===== config.mk =====
export PLATFORM = sky130hd
export DESIGN_NAME = mips_mc_ctrl
export DESIGN_NICKNAME = d
export VERILOG_FILES = /design/src/rtl/mips_mc_ctrl.sv
export SDC_FILE = /design/constraint.sdc
export NUM_CORES = 1
export LEC_CHECK = 0
export CORE_MARGIN = 3
export CORE_UTILIZATION = 35
export CTS_BUF_LIST = sky130_fd_sc_hd__clkbuf_8
export CTS_CLUSTER_DIAMETER = 40
export DETAILED_ROUTE_END_ITERATION = 8
export PLACE_DENSITY = 0.72
export SETUP_SLACK_MARGIN = 0.15
export SLEW_MARGIN = 20
export SYNTH_ARGS = -nofsm -noshare
export SYNTH_HDL_FRONTEND = slang
export SYNTH_SLANG_ARGS = --single-unit

===== constraint.sdc =====
create_clock -name clk -period 1.9 [get_ports clk]
set_input_delay 0.19 -clock clk [delete_from_list [all_inputs] [get_ports clk]]
set_output_delay 0.19 -clock clk [all_outputs]
set_load 0.005 [all_outputs]

===== src/rtl/mips_mc_ctrl.sv =====
// Main control unit for the multicycle MIPS datapath.
// Sequences each instruction through fetch, decode, execute, memory and writeback.
// It drives the datapath selects and enables, and handshakes with a shared
// instruction/data memory that may insert wait states.
//
// Ports:
//   clk, rst_n            clock (rising edge), asynchronous active-low reset
//   opcode, funct         IR fields instr[31:26] and instr[5:0]
//   zero                  ALU zero flag (qualifies the beq PC write)
//   mem_ready             memory completes the current access this cycle
//   mem_req, mem_we       memory request / write
//   iord                  memory address select (0 = PC, 1 = ALUOut)
//   ir_write, pc_en       IR load, PC write enable
//   pc_src                next PC select
//   alu_src_a, alu_src_b  ALU operand selects
//   alu_ctl               ALU operation
//   reg_dst, mem_to_reg   register file destination and writeback source
//   reg_write             register file write enable
//   illegal               one-cycle pulse on an undefined opcode or funct
//   state_o               current state, for debug
module mips_mc_ctrl #(
  parameter int unsigned RESET_PC_HOLD = 1
) (
  input  logic       clk,
  input  logic       rst_n,
  input  logic [5:0] opcode,
  input  logic [5:0] funct,
  input  logic       zero,
  input  logic       mem_ready,
  output logic       mem_req,
  output logic       mem_we,
  output logic       iord,
  output logic       ir_write,
  output logic       pc_en,
  output logic [1:0] pc_src,
  output logic       alu_src_a,
  output logic [1:0] alu_src_b,
  output logic [2:0] alu_ctl,
  output logic       reg_dst,
  output logic       mem_to_reg,
  output logic       reg_write,
  output logic       illegal,
  output logic [3:0] state_o
);

  localparam logic [3:0] S_IDLE   = 4'd0;
  localparam logic [3:0] S_FETCH  = 4'd1;
  localparam logic [3:0] S_DECODE = 4'd2;
  localparam logic [3:0] S_MEMADR = 4'd3;
  localparam logic [3:0] S_MEMRD  = 4'd4;
  localparam logic [3:0] S_MEMWB  = 4'd5;
  localparam logic [3:0] S_MEMWR  = 4'd6;
  localparam logic [3:0] S_EXER   = 4'd7;
  localparam logic [3:0] S_ALUWB  = 4'd8;
  localparam logic [3:0] S_EXEI   = 4'd9;
  localparam logic [3:0] S_IWB    = 4'd10;
  localparam logic [3:0] S_BRANCH = 4'd11;
  localparam logic [3:0] S_JUMP   = 4'd12;
  localparam logic [3:0] S_ILL    = 4'd13;

  localparam logic [5:0] OP_R    = 6'b000000;
  localparam logic [5:0] OP_ADDI = 6'b001000;
  localparam logic [5:0] OP_LW   = 6'b100011;
  localparam logic [5:0] OP_SW   = 6'b101011;
  localparam logic [5:0] OP_BEQ  = 6'b000100;
  localparam logic [5:0] OP_J    = 6'b000010;

  localparam logic [2:0] ALU_ADD = 3'b010;
  localparam logic [2:0] ALU_SUB = 3'b110;
  localparam logic [2:0] ALU_AND = 3'b000;
  localparam logic [2:0] ALU_OR  = 3'b001;
  localparam logic [2:0] ALU_SLT = 3'b111;

  // Idle counter value on the last S_IDLE cycle.
  localparam logic [3:0] HOLD_LAST = 4'(RESET_PC_HOLD - 1);

  logic [3:0] state_q, state_d;
  logic [3:0] idle_cnt_q, idle_cnt_d;
  logic       funct_ok;
  logic [2:0] funct_alu;

  // R-type funct decode; funct_ok gates the S_EXER path.
  always_comb begin
    funct_ok  = 1'b1;
    funct_alu = ALU_ADD;
    unique case (funct)
      6'b100000: funct_alu = ALU_ADD;
      6'b100010: funct_alu = ALU_SUB;
      6'b100100: funct_alu = ALU_AND;
      6'b100101: funct_alu = ALU_OR;
      6'b101010: funct_alu = ALU_SLT;
      default:   funct_ok  = 1'b0;
    endcase
  end

  always_comb begin
    state_d    = state_q;
    idle_cnt_d = idle_cnt_q;
    unique case (state_q)
      S_IDLE: begin
        if (idle_cnt_q == HOLD_LAST) begin
          state_d    = S_FETCH;
          idle_cnt_d = '0;
        end else begin
          idle_cnt_d = idle_cnt_q + 4'd1;
        end
      end
      S_FETCH:  if (mem_ready) state_d = S_DECODE;
      S_DECODE: begin
        unique case (opcode)
          OP_R:         state_d = funct_ok ? S_EXER : S_ILL;
          OP_ADDI:      state_d = S_EXEI;
          OP_LW, OP_SW: state_d = S_MEMADR;
          OP_BEQ:       state_d = S_BRANCH;
          OP_J:         state_d = S_JUMP;
          default:      state_d = S_ILL;
        endcase
      end
      S_MEMADR: state_d = (opcode == OP_LW) ? S_MEMRD : S_MEMWR;
      S_MEMRD:  if (mem_ready) state_d = S_MEMWB;
      S_MEMWR:  if (mem_ready) state_d = S_FETCH;
      S_EXER:   state_d = S_ALUWB;
      S_EXEI:   state_d = S_IWB;
      S_MEMWB, S_ALUWB, S_IWB, S_BRANCH, S_JUMP, S_ILL: state_d = S_FETCH;
      // Unused codes recover straight into fetch.
      default:  state_d = S_FETCH;
    endcase
  end

  always_ff @(posedge clk or negedge rst_n) begin
    if (!rst_n) begin
      state_q    <= S_IDLE;
      idle_cnt_q <= '0;
    end else begin
      state_q    <= state_d;
      idle_cnt_q <= idle_cnt_d;
    end
  end

  // Moore decode; ir_write/pc_en in fetch and pc_en in branch are qualified
  // combinationally so a stalled fetch or untaken branch writes nothing.
  always_comb begin
    mem_req    = 1'b0;
    mem_we     = 1'b0;
    iord       = 1'b0;
    ir_write   = 1'b0;
    pc_en      = 1'b0;
    pc_src     = 2'b00;
    alu_src_a  = 1'b0;
    alu_src_b  = 2'b00;
    alu_ctl    = 3'b000;
    reg_dst    = 1'b0;
    mem_to_reg = 1'b0;
    reg_write  = 1'b0;
    illegal    = 1'b0;
    unique case (state_q)
      S_FETCH: begin
        mem_req   = 1'b1;
        alu_src_b = 2'b01;
        alu_ctl   = ALU_ADD;
        ir_write  = mem_ready;
        pc_en     = mem_ready;
      end
      S_DECODE: begin
        alu_src_b = 2'b11;
        alu_ctl   = ALU_ADD;
      end
      S_MEMADR, S_EXEI: begin
        alu_src_a = 1'b1;
        alu_src_b = 2'b10;
        alu_ctl   = ALU_ADD;
      end
      S_MEMRD: begin
        mem_req = 1'b1;
        iord    = 1'b1;
      end
      S_MEMWR: begin
        mem_req = 1'b1;
        mem_we  = 1'b1;
        iord    = 1'b1;
      end
      S_MEMWB: begin
        reg_write  = 1'b1;
        mem_to_reg = 1'b1;
      end
      S_EXER: begin
        alu_src_a = 1'b1;
        alu_ctl   = funct_alu;
      end
      S_ALUWB: begin
        reg_write = 1'b1;
        reg_dst   = 1'b1;
      end
      S_IWB:    reg_write = 1'b1;
      S_BRANCH: begin
        alu_src_a = 1'b1;
        alu_ctl   = ALU_SUB;
        pc_src    = 2'b01;
        pc_en     = zero;
      end
      S_JUMP: begin
        pc_src = 2'b10;
        pc_en  = 1'b1;
      end
      S_ILL:    illegal = 1'b1;
      default:  ;
    endcase
  end

  assign state_o = state_q;

endmodule


# == Word-level counts from Yosys, hierarchy flattened ==
# Index checks and enable logic that the tools add are counted.
# word_totals
wordCells,66
in_bits,16
ff_bits,8
output_inout_bits,21
# classes
n_eq_ne,27
n_reduce_logical,12
addsub,1
mux,24
# ops
operator,count
equality test 6 bit (second input constant),7
case mux 4 bit (8 select lines),1
equality test 4 bit (second input constant),6
two-way mux 4 bit,6
case mux 4 bit (5 select lines),1
equality test 4 x 3 -> 1 bit (second input constant),4
case mux 3 bit (4 select lines),1
two-way mux 1 bit,10
case mux 3 bit (3 select lines),1
equality test 4 x 2 -> 1 bit (second input constant),2
logical NOT 4 bit,2
inequality test 2 bit (second input constant),4
OR reduction 4 bit,2
equality test 6 x 2 -> 1 bit (second input constant),1
equality test 6 x 3 -> 1 bit (second input constant),1
equality test 6 x 4 -> 1 bit (second input constant),1
logical NOT 6 bit,1
case mux 2 bit (3 select lines),1
OR reduction 2 bit,3
OR reduction 3 bit,2
OR reduction 5 bit,1
adder 4 x 1 -> 4 bit (second input constant),1
equality test 4 x 1 -> 1 bit (second input constant),1
case mux 2 bit (2 select lines),1
other kinds (3),3

# == Logic depth before layout (Yosys ltp) ==
# Gate-level depths: netlist (run 1).
# logic_depth
word_depth,6
depth_mapped,6
depth_no_buf,6

# == Least setup slack after synthesis (run 1) ==
# Ideal clock, no wire load.
# synth_path
kind,register to register
from,register state_q[0] (netlist: state_o[0])
to,register state_q[0] (netlist: state_o[0])
setup_slack_ps,390
synth_period_minus_slack_ps,1510
arrival_time_ps,1387
required_ps,1777
setup_ps,123
path_buffers,1
stages_incl_launch_ff,6
path_cell_list,dfrtp_1 > buf_2 > nor4_4 > o21ai_1 > o21a_1 > o221a_2
# synth_via
elab_chain_len,3
elab_cells_between_ends,14
classes_between,eq/ne: 11; mux: 1; reduce/logical: 2
# synth_rtl
element,line_no,rtl
start: declaration,77,"logic [3:0] state_q, state_d;"
start signal: assignment,135,state_q <= state_d;
"equality test 4 x 3 -> 1 bit, or another cell as far along",99,unique case (state_q)
inequality test 2 bit (no line),n/a,
AND reduction 4 bit (no line),n/a,
# Several ways; a longest one is shown, not always the timed one.
# A chain may end at the register's enable or synchronous reset.

# == Worst setup path in the final report (run 1) ==
# layout_path
from,register state_q[2] (netlist: state_o[2])
to,output port pc_en
# layout_via
elab_chain_len,2
elab_cells_between_ends,4
classes_between,eq/ne: 3; mux: 1
# layout_rtl
element,line_no,rtl
equality test 4 bit / equality test 4 x 1 -> 1 bit (equally long branches),156,unique case (state_q)
case mux 1 bit (3 select lines) (*),156,
end: declaration,34,"output logic pc_en,"
# Mark *: on every way between the ends. The rest lies on a longest branch, timed or not.

==> impl_metrics.yaml, run 1 <==
setup_path:
  startpoint_type: "register"
  required_ps: 1710
  critPathMaxStageDelay_ps: 450
  crit_chain: "buf_4 -> nor2_4 -> and3_1 -> a211o_1 -> clkdlybuf4s15_1"
  crit_type: "register to primary output"
  path_max_fanout: 7
  arrival_ps: 1560
  end_kind: "primary output"
  crit_path_top_delay_cell: "dfrtp_2"
cts:
  worst_skew_pair.late_latency_ps: 230
  cts_tree: "done"
  cts-buffers-inserted: 3
  ctsLongestPathBuffers: 2
  cts_root_buf: "clkbuf_8"
  clock_sinks: 8
  clk_pin_slew_ps: 40
  cts_max_level: 1
finish:
  fillerInstances: 164
  diodes: 0
  finalNonFillerCells: 208
  layout.nets: 200
  drive_gt1_frac: 0.389
  area_growth_pct: 95.8
synthesis:
  avgSynthCellArea_sq_um: 7.66
  syn_area_sq_um: 866
  synth_cells: 113
  ys_seq_area_frac: 0.231
  ys_seq_elements: 8
  ys_warn_count: 0
  ys_types: 45
  synth_fp_nets: 131
hold_path:
  hold_class: "primary input to async pin"
routing:
  drt-wirelength-per-cell_um: 16.0
  wirelength_um: 3330
  routed_via_density: 5.66
  route.met2.wl_um: 1650
  wl_met3_um: 171
  drc: 0
  highest_layer: "met4"
  num_vias: 1178
  firstDrtPassIters: 4
  routedLengthMet1_um: 1420
  ant_nets: 0
  drt_iter0_drc: 54
floorplan:
  dieArea_sq_mm: 0.00311
  die_w_um: 55.7
  ios: 37
  coreArea_sq_mm: 0.00228
  dieHeight_um: 55.7
  start_util: 0.380
  std_cell_rows: 17
timing:
  rsz0062_at_grt: "yes"
  slew_violations: 0
  setup_viol: 0
  worst_pin_slew_ps: 370
  fin_crit_ps: 1750
  fmax_mhz: 571
  finalHoldViolCount: 0
  period_share: 0.921
  slew_headroom: 0.753
  fin_skew_ps: 0.973
placed_design:
  dp_hpwl_um: 2070
  gp_congestion: 0.934
  dp_cells: 183
  io_buffers: 36
grt:
  grt_overflow_total: 0
  grt_use_total: 0.190
  grt_pass1_vias: 1056
  grt_max_degree: 14
  antenna_found_initial: 0
  grt_pass1_wl_um: 4780
run_status:
  status: "completed"
power_and_ir_drop:
  power.density_mw_per_mm2: 1300
  power.total_uw: 2200
  peakVddDrop_mv: 0.995
  p_leak_uw: 0.000837
job:
  drv_cap: 0
## worst max-delay path: cells and delay by family, from the launching register on
kind | cells | cell delay (ps)
buffers and inverters | 2 | 370
AND/OR/NAND/NOR | 2 | 390
AO/OA/AOI/OAI | 1 | 120
flip-flops | 1 | 450
## final timing paths
check / start / to / slack (ps) / cells after the start
setup / recovery: state_o[2] / pc_en / 150 / 5
hold / removal: rst_n / idle_cnt_q[3] / 250 / 1
setup reg to reg: state_o[3] / state_o[1] / 150 / 6
hold reg to reg: idle_cnt_q[3] / idle_cnt_q[3] / 490 / 1
max in group asynchronous: rst_n / state_o[1] / 1370 / 1
min in group clk: idle_cnt_q[3] / idle_cnt_q[3] / 490 / 1
## synthesized netlist by cell type (all sizes together)
master / count / area share
buf: 4 / 0.029
nand3: 1 / 0.0058
clkbuf: 3 / 0.013
a21boi: 3 / 0.030
a31oi: 2 / 0.014
a32o: 1 / 0.012
nor2: 15 / 0.065
a22oi: 1 / 0.0087
a2111o: 1 / 0.013
nor3: 5 / 0.029
o22a: 1 / 0.010
o21ai: 7 / 0.040
nand4: 1 / 0.0072
or4b: 2 / 0.023
or3: 1 / 0.0072
a211o: 1 / 0.010
ha: 2 / 0.029
a41oi: 1 / 0.010
inv: 4 / 0.017
o2111ai: 1 / 0.010
xnor2: 2 / 0.020
dfrtp: 8 / 0.23
a21oi: 5 / 0.029
nand2b: 7 / 0.051
o211a: 1 / 0.012
o221a: 1 / 0.013
o21a: 2 / 0.017
or4: 2 / 0.017
mux2i: 1 / 0.012
nor2b: 4 / 0.029
o311ai: 1 / 0.010
and3b: 2 / 0.020
nor3b: 1 / 0.0087
o22ai: 2 / 0.014
and3: 2 / 0.014
nand2: 8 / 0.035
and4b: 1 / 0.013
o211ai: 2 / 0.017
nor4: 2 / 0.032
nand4b: 2 / 0.020
## report_power, final
group	total [uW]	switching, uW	internal [uW]
registers	295	76.6	218
logic	1700	726	971
clock network	204	66.9	137
## metal layers
| metal | track usage | up-vias |
|---|---|---|
| li1 | - | 560 |
| met1 | 0.246 | 569 |
| met2 | 0.314 | 41 |
| met3 | 0.0464 | 8 |
| met4 | 0.0486 | 0 |
| met5 | 0 | - |
## flip-flops by register name, summed over array words and instances (netlist names)
| register | count |
|---|---|
| state_o | 4 |
| idle_cnt_q | 4 |
## through the flow
| stage | setup WS, ps | utilization | hold slack (ps) | setup TNS (ps) | instance area [sq um] |
|---|---|---|---|---|---|
| after floorplan | 390 | - | -106 | 0 | 866 |
| after global placement | -15.1 | 0.587 | 455 | -15.1 | 1340 |
| after detailed placement | -80.9 | 0.587 | 461 | -167 | 1340 |
| after CTS | 54.5 | 0.658 | 241 | 0 | 1500 |
| after global routing | 79.7 | 0.745 | 266 | 0 | 1700 |
| final | 149 | 0.745 | 245 | 0 | 1700 |
## cell type report
type                    count  area, sq um  share of cell area
repair buffers             71          669               0.395
flip-flops and latches      8          205               0.121
inverters                   4         15.0             0.00886
clock buffers               3         41.3              0.0244
multi-input cells          94          729               0.430
well taps                  28         35.0              0.0207
## cell usage in the layout (no fill, tap or decap), types with 3 or more instances in the layout
cell,n
clkbuf_8,3
dlygate4sd2_1,7
a21oi_1,3
clkdlybuf4s50_1,19
nand2_1,6
dfrtp_2,4
dlymetal6s2s_1,7
nor3_1,4
nor2_1,13
nand2b_4,3
o21ai_0,5
buf_4,27
buf_6,6
nand2b_1,4
dfrtp_1,4
inv_1,4
## cells by family after synthesis
logic type | share of synthesized area
adders and majority gates | 0.0289
buffers and inverters | 0.0592
DFF | 0.231
muxes | 0.0116
xor gates and xnor gates | 0.0202
AOI/OAI and AO/OA | 0.272
and+or+nand+nor | 0.377
## repair_timing
action,4_1_cts,5_1_grt
setup endpoints to repair,18,12
pin swaps,2,6
resized for setup,29,34
hold buffers,0,0
setup buffers,9,13
Note: power is estimated with default switching activity, not from simulation.
==> run 2, diff against run 1 <==
ABC_AREA = 1   (was not set)
PLACE_DENSITY = 0.75   (was 0.72)
==> impl_metrics.yaml, run 2 <==
run_status:
  status: "completed"
cts:
  ctsLongestPathBuffers: 2
  cts_root_buf: "clkbuf_8"
  clk_pin_slew_ps: 40
  cts_max_level: 1
  clock_sinks: 8
  hold_buffers: 0
  worst_skew_pair.late_latency_ps: 220
  cts-buffers-inserted: 3
  cts_tree: "done"
power_and_ir_drop:
  p_leak_uw: 0.000754
  peakVddDrop_mv: 0.684
  power.density_mw_per_mm2: 1260
finish:
  diodes: 0
  layout.nets: 207
  area_growth_pct: 79.4
  utilization: 0.678
  finalNonFillerCells: 214
  layout_common_cells: "nor2_1 (28), nand2_1 (27), clkdlybuf4s50_1 (20)"
  multiInputGateArea_sq_um: 542
  drive_gt1_frac: 0.251
  final_common_cell: "nor2_1"
  regArea_sq_um: 204
  fillerInstances: 174
synthesis:
  ys_types: 21
  synth_common_cells: "nor2_1 (35), nand2_1 (29), inv_1 (19)"
  syn_area_sq_um: 764
  synth-main-ff-cell: "dfrtp_1"
  synth_top_area_frac: 0.262
  synth_cells: 131
  ys_top_cells_by_area: "dfrtp_1 (26%), nor2_1 (17%), nand2_1 (14%), inv_1 (9.3%), nand3_1 (6.5%)"
  synth_fp_nets: 149
  synth_top_cell_by_area: "dfrtp_1"
  ys_seq_area_frac: 0.262
  avgSynthCellArea_sq_um: 5.84
  synth_edf_count: 0
  ys_warn_count: 0
  synthArstFlopShare: 1.00
  ys_seq_elements: 8
  yosysMostFrequentCell: "nor2_1"
timing:
  period_share: 0.906
  slew_headroom: 0.760
  rsz0062_at_grt: "yes"
  fin_skew_ps: 0.213
  slew_violations: 0
  finalHoldViolCount: 0
  fin_crit_ps: 1720
  worst_pin_slew_ps: 358
  whs_ps: 243
  timing.final.ws_setup_ps: 179
  fmax_mhz: 581
  setup_viol: 0
  setup-tns-final_ps: 0
grt:
  grt_use_total: 0.188
  met1_usage: 0.211
  busiest_layer: "met2"
  grt_util_met3: 0.0342
  grt_overflow_total: 0
  grt_max_degree: 9
  grt_pass1_vias: 1004
  grt_pass1_wl_um: 4000
  antenna_found_initial: 0
  use_met2: 0.349
floorplan:
  dieArea_sq_mm: 0.00278
  start_util: 0.378
  std_cell_rows: 16
  dieHeight_um: 52.7
  die_w_um: 52.7
  coreArea_sq_mm: 0.00202
  ios: 37
placed_design:
  dp_cells: 202
  dp_hpwl_um: 1890
  io_buffers: 36
  gp_congestion: 0.821
  dp_slack_ps: -5.96
routing:
  drt-wirelength-per-cell_um: 11.8
  drc: 0
  firstDrtPassIters: 4
  routed_via_density: 4.92
  wirelength_um: 2520
  ant_nets: 0
  drt_iter0_drc: 25
  num_vias: 1052
job:
  drv_cap: 0
setup_path:
  crit_type: "register to primary output"
  path_buf_inv: 2
  arrival_ps: 1530
  rrSetupSlack_ps: 410
  critPathTopFamily: "buffers and inverters"
  required_ps: 1710
  path_max_fanout: 5
  crit_path_top_delay_cell: "clkdlybuf4s50_1"
  crit_chain: "inv_2 -> nand2_4 -> nor2_4 -> clkdlybuf4s50_1"
  end_kind: "primary output"
  startpoint_type: "register"
  critPathMaxStageDelay_ps: 520
hold_path:
  hold_class: "primary input to async pin"
-- run 2: layer usage --
metal / wire length, um / vias to the layer above / part of all wire
met1: 1030 / 474 / 0.41
li1: - / 528 / -
met2: 1320 / 44 / 0.52
met4: 42 / 0 / 0.017
met3: 120 / 6 / 0.048
met5: 0 / - / 0
-- run 2: area by class of cell --
type,count,share of cell area
timing repair buffer,53,0.344
clock buffer,3,0.0301
tap,27,0.0246
multi-input combinational,102,0.395
sequential,8,0.149
inverter,21,0.0575
-- run 2: timing repair --
item | CTS | global route
setup buffers | 5 | 4
setup endpoints to repair | 16 | 10
gates resized for setup | 34 | 12
pin swaps | 2 | 4
-- run 2: cell families after synthesis --
kind of cell | synth area share
adder cells (fa/ha/maj) | 0.0327
XOR/XNOR | 0.0229
buffers and inverters | 0.103
flip-flops | 0.262
AO/OA/AOI/OAI | 0.124
AND/OR/NAND/NOR | 0.455
-- run 2: worst reg2reg max path, cell delays in order, from the launching register on --
cell and delay [ps]:
dfrtp_2 450, nor2_4 140, buf_4 120, buf_4 90
nand3_1 150, nor2_1 200, a21oi_2 80, nand2_1 70
o21ai_1 60
-- run 2: where the power goes --
part	switching, uW	internal, uW
Combinational	602	577
Clock	66.9	137
Sequential	95.4	256
-- run 2: final timing paths --
kind,to,start,cells past startpoint
min reg2reg,idle_cnt_q[3],idle_cnt_q[3],1
min,idle_cnt_q[3],rst_n,1
max reg2reg,state_o[0],state_o[3],8
min in group clk,idle_cnt_q[3],idle_cnt_q[3],1
max in group asynchronous,state_o[2],rst_n,1
max,pc_src[0],state_o[2],4
-- run 2: through the flow --
step	total power, uW	instance area, sq um
floorplan	883	764
global placement	1420	1220
detailed placement	1430	1220
CTS	1670	1330
global route	1910	1370
finish	1730	1370
==> run 3, diff against run 2 <==
ABC_AREA = not set   (was 1)
GPL_TIMING_DRIVEN = 0   (was not set)
PLACE_DENSITY = 0.72   (was 0.75)
==> impl_metrics.yaml, run 3 (synthesis gave the netlist of run 1 again) <==
timing:
  fmax_mhz: 574
  timing.final.ws_setup_ps: 157
  period_share: 0.917
  slew_violations: 0
  slew_headroom: 0.768
  setup_viol: 0
  fin_crit_ps: 1740
  setup-tns-final_ps: 0
  worst_pin_slew_ps: 348
  fin_skew_ps: 3.55
  finalHoldViolCount: 0
  rsz0062_at_grt: "yes"
placed_design:
  dp_cells: 175
  dp_slack_ps: -284
  gp_congestion: 0.882
  dpl_cell_area_sq_mm: 0.00124
  io_buffers: 34
  dp_hpwl_um: 1830
job:
  drv_cap: 0
finish:
  regArea_sq_um: 204
  layout_common_cells: "clkdlybuf4s50_1 (17), dlygate4sd2_1 (14), nor2_1 (12)"
  finalInstanceArea_sq_mm: 0.00145
  multiInputGateArea_sq_um: 702
  final_common_cell: "clkdlybuf4s50_1"
  drive_gt1_frac: 0.264
  layout.nets: 179
  diodes: 0
  fillerInstances: 205
  finalNonFillerCells: 187
  area_growth_pct: 67.9
cts:
  ctsLongestPathBuffers: 2
  clk_pin_slew_ps: 40
  clock_sinks: 8
  cts_root_buf: "clkbuf_8"
  cts-buffers-inserted: 3
  worst_skew_pair.late_latency_ps: 230
  cts_max_level: 1
  cts_tree: "done"
floorplan:
  die_w_um: 55.7
  dieArea_sq_mm: 0.00311
  coreArea_sq_mm: 0.00228
  ios: 37
  std_cell_rows: 17
  start_util: 0.380
  dieHeight_um: 55.7
grt:
  antenna_found_initial: 0
  grt_use_total: 0.177
  grt_pass1_vias: 1036
  grt_overflow_total: 0
  grt_pass1_wl_um: 4510
  grt_max_degree: 11
setup_path:
  end_kind: "register"
  path_max_fanout: 6
  required_ps: 2050
  crit_type: "register to register"
  arrival_ps: 1890
  startpoint_type: "register"
power_and_ir_drop:
  p_seq_frac: 0.143
  peakVddDrop_mv: 0.806
  sw_frac_of_total: 0.416
  combPwrFrac: 0.744
  p_int_uw: 1070
  p_leak_uw: 0.000679
  switching_power_uw: 762
  power.density_mw_per_mm2: 1260
  clock_power_share: 0.113
routing:
  num_vias: 1055
  drt_iter0_drc: 17
  wirelength_um: 2740
  drc: 0
  routed_via_density: 5.64
  ant_nets: 0
  drt-wirelength-per-cell_um: 14.7
  firstDrtPassIters: 4
run_status:
  status: "completed"
hold_path:
  hold_class: "primary input to async pin"
## run 3: changes by cell type in the layout (fill, tap and decap cells not counted), sizes merged, moves of 3 or more
cell	before	now
nor3	0	5
nor2b	0	4
inv	21	4
nand2b	0	7
nand2	31	8
nand3	10	1
a21boi	0	3
clkdlybuf4s50	20	17
dlygate4sd2	10	14
nor2	37	15
buf	18	15
## run 3: timing repair
item,in CTS,in global routing
buffers inserted,6,3
setup endpoints to repair,17,4
hold buffers,0,0
endpoints found under the hold margin,0,0
pin swaps,1,2
gates resized for setup,55,7
## run 3: layer usage
layer / wire, um / track usage
met5: 0 / 0
met4: 28 / 0.0521
met3: 157 / 0.0325
met2: 1310 / 0.296
met1: 1250 / 0.230
## run 3: path summary, 6_finish.rpt
kind | startpoint | to | slack (ps) | cells past startpoint
worst max register to register | state_o[0] | state_o[1] | 160 | 6
worst min-delay path | rst_n | idle_cnt_q[2] | 230 | 1
worst max-delay path | state_o[0] | state_o[1] | 160 | 6
min in group clk | opcode[2] | state_o[1] | 390 | 3
max in group asynchronous | rst_n | state_o[3] | 1390 | 1
worst min register to register | idle_cnt_q[3] | idle_cnt_q[3] | 470 | 1
## run 3: cell type report
cell class,instances,share of cell area
multi-input combinational,94,0.483
buffer,7,0.0482
sequential,8,0.140
timing repair buffer,43,0.266
clock buffer,3,0.0284
tap,28,0.0241
inverter,4,0.0103
## run 3: power groups by stage
stage	Sequential (uW)	Combinational (uW)	Clock, uW
CTS	258	1280	210
finish	261	1360	208
floorplan	270	554	0
detailed placement	281	1040	0
global route	267	1470	222
global placement	281	1040	0
## run 3: through the flow
stage	total power [uW]	hold WS [ps]	utilization
after floorplan	824	-106	-
after global placement	1320	455	0.545
after detailed placement	1320	465	0.545
after CTS	1750	241	0.624
after global routing	1960	262	0.639
final	1830	229	0.639
## run 3: worst max-delay path, cell delays in order (launching register included)
cell and delay, ps:
dfrtp_1 390, buf_6 140, buf_4 140, or4b_1 530, a21oi_1 150, o311ai_1 120
a31oi_1 180
